### src/rtl/updown_mod_counter_if.sv
// Control/status bundle for updown_mod_counter.
// sat_mode exists only when UDC_SATURATE_EN is defined.
interface updown_mod_counter_if #(
   parameter int WIDTH = 8
);
   logic             en;
   logic             updown;
   logic             clear;
   logic             load;
   logic [WIDTH-1:0] load_val;
   logic [WIDTH-1:0] max_val;
`ifdef UDC_SATURATE_EN
   logic             sat_mode;
`endif
   logic [WIDTH-1:0] count;
   logic             wrap;
   logic             at_max;
   logic             at_zero;

   modport master (
      output en, updown, clear, load, load_val, max_val,
`ifdef UDC_SATURATE_EN
      output sat_mode,
`endif
      input  count, wrap, at_max, at_zero
   );

   modport slave (
      input  en, updown, clear, load, load_val, max_val,
`ifdef UDC_SATURATE_EN
      input  sat_mode,
`endif
      output count, wrap, at_max, at_zero
   );
endinterface

### src/rtl/updown_mod_counter.sv
// Up/down counter with runtime modulus 0..max_val and wrap strobe.
// Optional saturation behaviour via UDC_SATURATE_EN.
module updown_mod_counter #(
   parameter int               WIDTH     = 8,
   parameter logic [WIDTH-1:0] RESET_VAL = '0
) (
   input  logic                 clk,
   input  logic                 reset_n,
   updown_mod_counter_if.slave  bus
);
   logic [WIDTH-1:0] count_q;
   logic [WIDTH-1:0] count_nxt;
   logic             wrap_q;
   logic             wrap_nxt;
   logic             sat;

`ifdef UDC_SATURATE_EN
   assign sat = bus.sat_mode;
`else
   assign sat = 1'b0;
`endif

   always_comb begin
      count_nxt = count_q;
      wrap_nxt  = 1'b0;
      if (bus.clear) begin
         count_nxt = '0;
      end else if (bus.load) begin
         count_nxt = (bus.load_val > bus.max_val) ? bus.max_val
                                                  : bus.load_val;
      end else if (bus.en) begin
         // out-of-range count snaps to the bound, no arithmetic
         if (count_q > bus.max_val) begin
            count_nxt = bus.max_val;
         end else if (bus.updown) begin
            if (count_q == bus.max_val) begin
               if (!sat) begin
                  count_nxt = '0;
                  wrap_nxt  = 1'b1;
               end
            end else begin
               count_nxt = count_q + 1'b1;
            end
         end else begin
            if (count_q == '0) begin
               if (!sat) begin
                  count_nxt = bus.max_val;
                  wrap_nxt  = 1'b1;
               end
            end else begin
               count_nxt = count_q - 1'b1;
            end
         end
      end
   end

   always_ff @(posedge clk or negedge reset_n) begin
      if (!reset_n) begin
         count_q <= RESET_VAL;
         wrap_q  <= 1'b0;
      end else begin
         count_q <= count_nxt;
         wrap_q  <= wrap_nxt;
      end
   end

   assign bus.count   = count_q;
   assign bus.wrap    = wrap_q;
   assign bus.at_max  = (count_q == bus.max_val);
   assign bus.at_zero = (count_q == '0);
endmodule

### src/flat_wrapper.sv
// flat-port wrapper written by rule: the top's interface ports become plain ports
module updown_mod_counter_flat 
#(
   parameter int               WIDTH     = 8,
   parameter logic [WIDTH-1:0] RESET_VAL = '0
)
  (clk, reset_n, bus_en, bus_updown, bus_clear, bus_load, bus_load_val, bus_max_val, bus_count, bus_wrap, bus_at_max, bus_at_zero);
  updown_mod_counter_if #(.WIDTH(WIDTH)) bus_i ();
  input  logic clk;
  input  logic reset_n;
  input wire logic [$bits(bus_i.en)-1:0] bus_en;
  input wire logic [$bits(bus_i.updown)-1:0] bus_updown;
  input wire logic [$bits(bus_i.clear)-1:0] bus_clear;
  input wire logic [$bits(bus_i.load)-1:0] bus_load;
  input wire logic [$bits(bus_i.load_val)-1:0] bus_load_val;
  input wire logic [$bits(bus_i.max_val)-1:0] bus_max_val;
  output wire logic [$bits(bus_i.count)-1:0] bus_count;
  output wire logic [$bits(bus_i.wrap)-1:0] bus_wrap;
  output wire logic [$bits(bus_i.at_max)-1:0] bus_at_max;
  output wire logic [$bits(bus_i.at_zero)-1:0] bus_at_zero;
  assign bus_i.en = bus_en;
  assign bus_i.updown = bus_updown;
  assign bus_i.clear = bus_clear;
  assign bus_i.load = bus_load;
  assign bus_i.load_val = bus_load_val;
  assign bus_i.max_val = bus_max_val;
  assign bus_count = bus_i.count;
  assign bus_wrap = bus_i.wrap;
  assign bus_at_max = bus_i.at_max;
  assign bus_at_zero = bus_i.at_zero;
  updown_mod_counter #(.WIDTH(WIDTH), .RESET_VAL(RESET_VAL)) u_core (.clk(clk), .reset_n(reset_n), .bus(bus_i));
endmodule
### config.mk
export PLATFORM = sky130hd
export DESIGN_NAME = updown_mod_counter_flat
export DESIGN_NICKNAME = d
export VERILOG_FILES = /design/src/rtl/updown_mod_counter_if.sv /design/src/rtl/updown_mod_counter.sv /design/src/flat_wrapper.sv
export SDC_FILE = /design/constraint.sdc
export NUM_CORES = 1
export LEC_CHECK = 0
export ABC_AREA = 1
export CORE_ASPECT_RATIO = 1.2
export CORE_MARGIN = 3
export CORE_UTILIZATION = 52
export DETAILED_ROUTE_END_ITERATION = 6
export PLACE_DENSITY = 0.77
export SYNTH_ARGS = -nofsm -noshare
export SYNTH_HDL_FRONTEND = slang
export SYNTH_SLANG_ARGS = --single-unit
export TNS_END_PERCENT = 10
### constraint.sdc
create_clock -name clk -period 2.45 [get_ports clk]
set_input_delay 0.49 -clock clk [delete_from_list [all_inputs] [get_ports clk]]
set_output_delay 0.49 -clock clk [all_outputs]
set_load 0.02 [all_outputs]
==> reports/metrics.csv <==
metric;value;unit
synth top area cells;nand2_1 (18%), ha_1 (15%), dfrtp_1 (14%), nand3_1 (11%), inv_1 (8.4%);
initial antenna violation count;0;
Post-CTS Setup Bufs;0;
top-count cell post-synth;nand2_1;
CTS Buffer Depth;2;
die area;3688;um2
syn nets;287;
Die Y;65.93;um
Worst Path Max Fanout;2;
Synth cell types;31;
Final Cycle Share;94.77;%
share of the synthesized area in the top cell type;17.85;%
iteration count of the initial detailed-routing pass;4;
Critical Path Sink Type;output pin;
Seq/Total Area, Yosys;14.47;%
CTS tree;yes;
status;complete, no violations;
GPL Wtd Cong;0.9440;
RSZ-0062 raised after global routing;no;
clk_lat worst skew;0.26;ns
DRT antenna net count;0;
# fillers;243;
EDFF count, synth;0;
first-pass GRT wire length;7051;um
Clock transition at path regs;0.06;ns
cell area after synthesis;1556;um2
Final Worst Setup Slack;0.1280;ns
num ports;33;
layout cells sized above 1;18.77;%
drc violations;0;
htree depth;1;
largest net degree at the start of global routing;11;
Reg area;225.2;um2
Mean Syn Cell Area;6.327;um2
CTS buffer count;3;
worst hold path type;in -> async;
WS Path Type;in -> out;
number of global-route vias before repair;1693;
drt total wl;3975;um
number of cells produced by synthesis;246;
worst endpoint required time;1.96;ns
Horiz. Die Dim;55.95;um
Detailed Place HPWL;3444;um
setup violators final;0;
#FFs+latches synth;9;
global-route usage over all layers;23.60;%
FMAX;0.4307;GHz
PwrDens;437.7;nW/um2
initial drt markers;87;
gr ovfl total;0;
final clock skew;0.001236;ns
Final Max Slew Viols;0;
Pleak;1.134;nW
initial core utilization;54.85;%
Rows;21;
WL per Instance;11.59;um
yosys warns;0;
Clock Tree Root;clkbuf_4;
crit start category;primary input;
Std-Cell Core Area;2838;um2
fin util;75.09;%
slew at the pin closest to its max-slew limit;0.5309;ns
# diodes;0;
Vias/cell;5.082;
area taken by multi-input logic gates;1159;um2
post-placement setup slack;-0.3169;ns
Final nets;351;
DR vias;1743;
maximum VDD drop;0.2365;mV
port buffer count;32;
final hold violation count;0;
CP Data Arrival Time;1.83;ns
ys async rst share;100.0;%
Rel. slew slack;64.48;%
min cycle time layout;2.322;ns
area delta synth->final;36.90;%
clock net sink count;9;
Max Cap Viol;0;
top cells by count, synth;nand2_1 (74), inv_1 (35), nand3_1 (35);
Main synth FF type;dfrtp_1;
biggest area consumer among synthesized cells;nand2_1;
power breakdown:
group | total, mW | internal [mW] | switching [mW]
combinational | 0.630 | 0.267 | 0.362
sequential | 0.187 | 0.168 | 0.0191
clock | 0.116 | 0.0629 | 0.0532
final timing paths:
path | from | cells past startpoint | slack (ns) | to
setup / recovery | bus_max_val[7] | 8 | 0.13 | bus_at_max
hold / removal | reset_n | 1 | 0.52 | u_core.bus.wrap
setup reg to reg | u_core.bus.count[0] | 13 | 0.50 | u_core.bus.count[3]
hold reg to reg | u_core.bus.count[7] | 3 | 0.66 | u_core.bus.count[7]
max in group asynchronous | reset_n | 1 | 1.63 | u_core.bus.count[3]
min in group clk | u_core.bus.count[7] | 3 | 0.66 | u_core.bus.count[7]
layout make-up:
| type | instances | share of cell area, % |
|---|---|---|
| flip-flops and latches | 9 | 10.57 |
| multi-input cells | 197 | 54.37 |
| clock buffers | 4 | 1.233 |
| well taps | 34 | 1.996 |
| repair buffers | 62 | 25.31 |
| inverters | 37 | 6.518 |
worst max-delay path, cell delays in order:
cell and delay (ns):
clkdlybuf4s50_1 0.47, inv_1 0.06, ha_1 0.31, nand2_2 0.08
nor2_4 0.11, nand2_1 0.07, nor2_1 0.08, buf_2 0.16
per-stage QoR:
stage                     instance area [um2]  setup TNS (ns)  instances  total power [mW]  hold WS (ns)
after floorplan                          1556               0        246            0.5991        0.1944
after global placement                   2108          -1.231        339            0.8048        0.6274
after detailed placement                 2108          -1.296        339            0.8169        0.6333
after CTS                                2135               0        343            0.9296        0.5366
after global routing                     2131               0        343             1.027        0.5511
final                                    2131               0        343            0.9326        0.5243
kinds of logic (layout without fill, tap and decap cells):
family	after synthesis	count (layout)	share of synthesized area (%)
compound gates	26	26	9.888
xor+xnor	6	6	3.376
fa+ha+maj	19	19	15.27
buf+inv	40	103	11.25
flops	9	9	14.47
simple gates	146	146	45.74
repair_timing:
item                                    CTS  global route
hold buffers                              0             0
gates cloned                              0             0
gates resized for setup                   4             2
hold endpoints to repair                  0             0
endpoints found under the setup margin    2             7
routing by layer:
metal | GRT usage (%) | share of wire (%) | vias to the layer above | routed length (um)
li1 | - | - | 920 | -
met1 | 29.25 | 45 | 771 | 1802
met2 | 41.86 | 48 | 42 | 1921
met3 | 1.367 | 3.2 | 10 | 128
met4 | 10.98 | 3.1 | 0 | 123
met5 | 0 | 0 | - | 0
flip-flops by register name (all words and copies together) (netlist names):
| register | count |
|---|---|
| u_core.bus.count | 8 |
| u_core.bus.wrap | 1 |
cells in the final DEF (no fill, tap or decap):
| cell type | n |
|---|---|
| nor2_4 | 3 |
| o21ai_0 | 3 |
| inv_2 | 2 |
| clkdlybuf4s50_1 | 30 |
| a211oi_1 | 1 |
| nand4_1 | 2 |
| or2_0 | 1 |
| nand3_1 | 35 |
| nor2_2 | 4 |
| ha_1 | 19 |
| o211ai_1 | 1 |
| o21ai_1 | 11 |
| dlygate4sd2_1 | 1 |
| xor2_1 | 5 |
| a21oi_1 | 6 |
| inv_1 | 35 |
| buf_2 | 1 |
| buf_4 | 30 |
| nor2_8 | 1 |
| clkbuf_1 | 1 |
| nor3_1 | 1 |
| nand3_2 | 1 |
| nand4_2 | 1 |
| nand2_4 | 4 |
| o21a_1 | 1 |
| o21ai_4 | 1 |
| o21bai_1 | 1 |
| nor2_1 | 11 |
| a21boi_0 | 1 |
| xnor2_1 | 1 |
| and2_1 | 1 |
| clkbuf_4 | 3 |
| nand2_2 | 7 |
| dfrtp_1 | 9 |
| nand2_1 | 74 |
(Power assumes the default switching activity.)
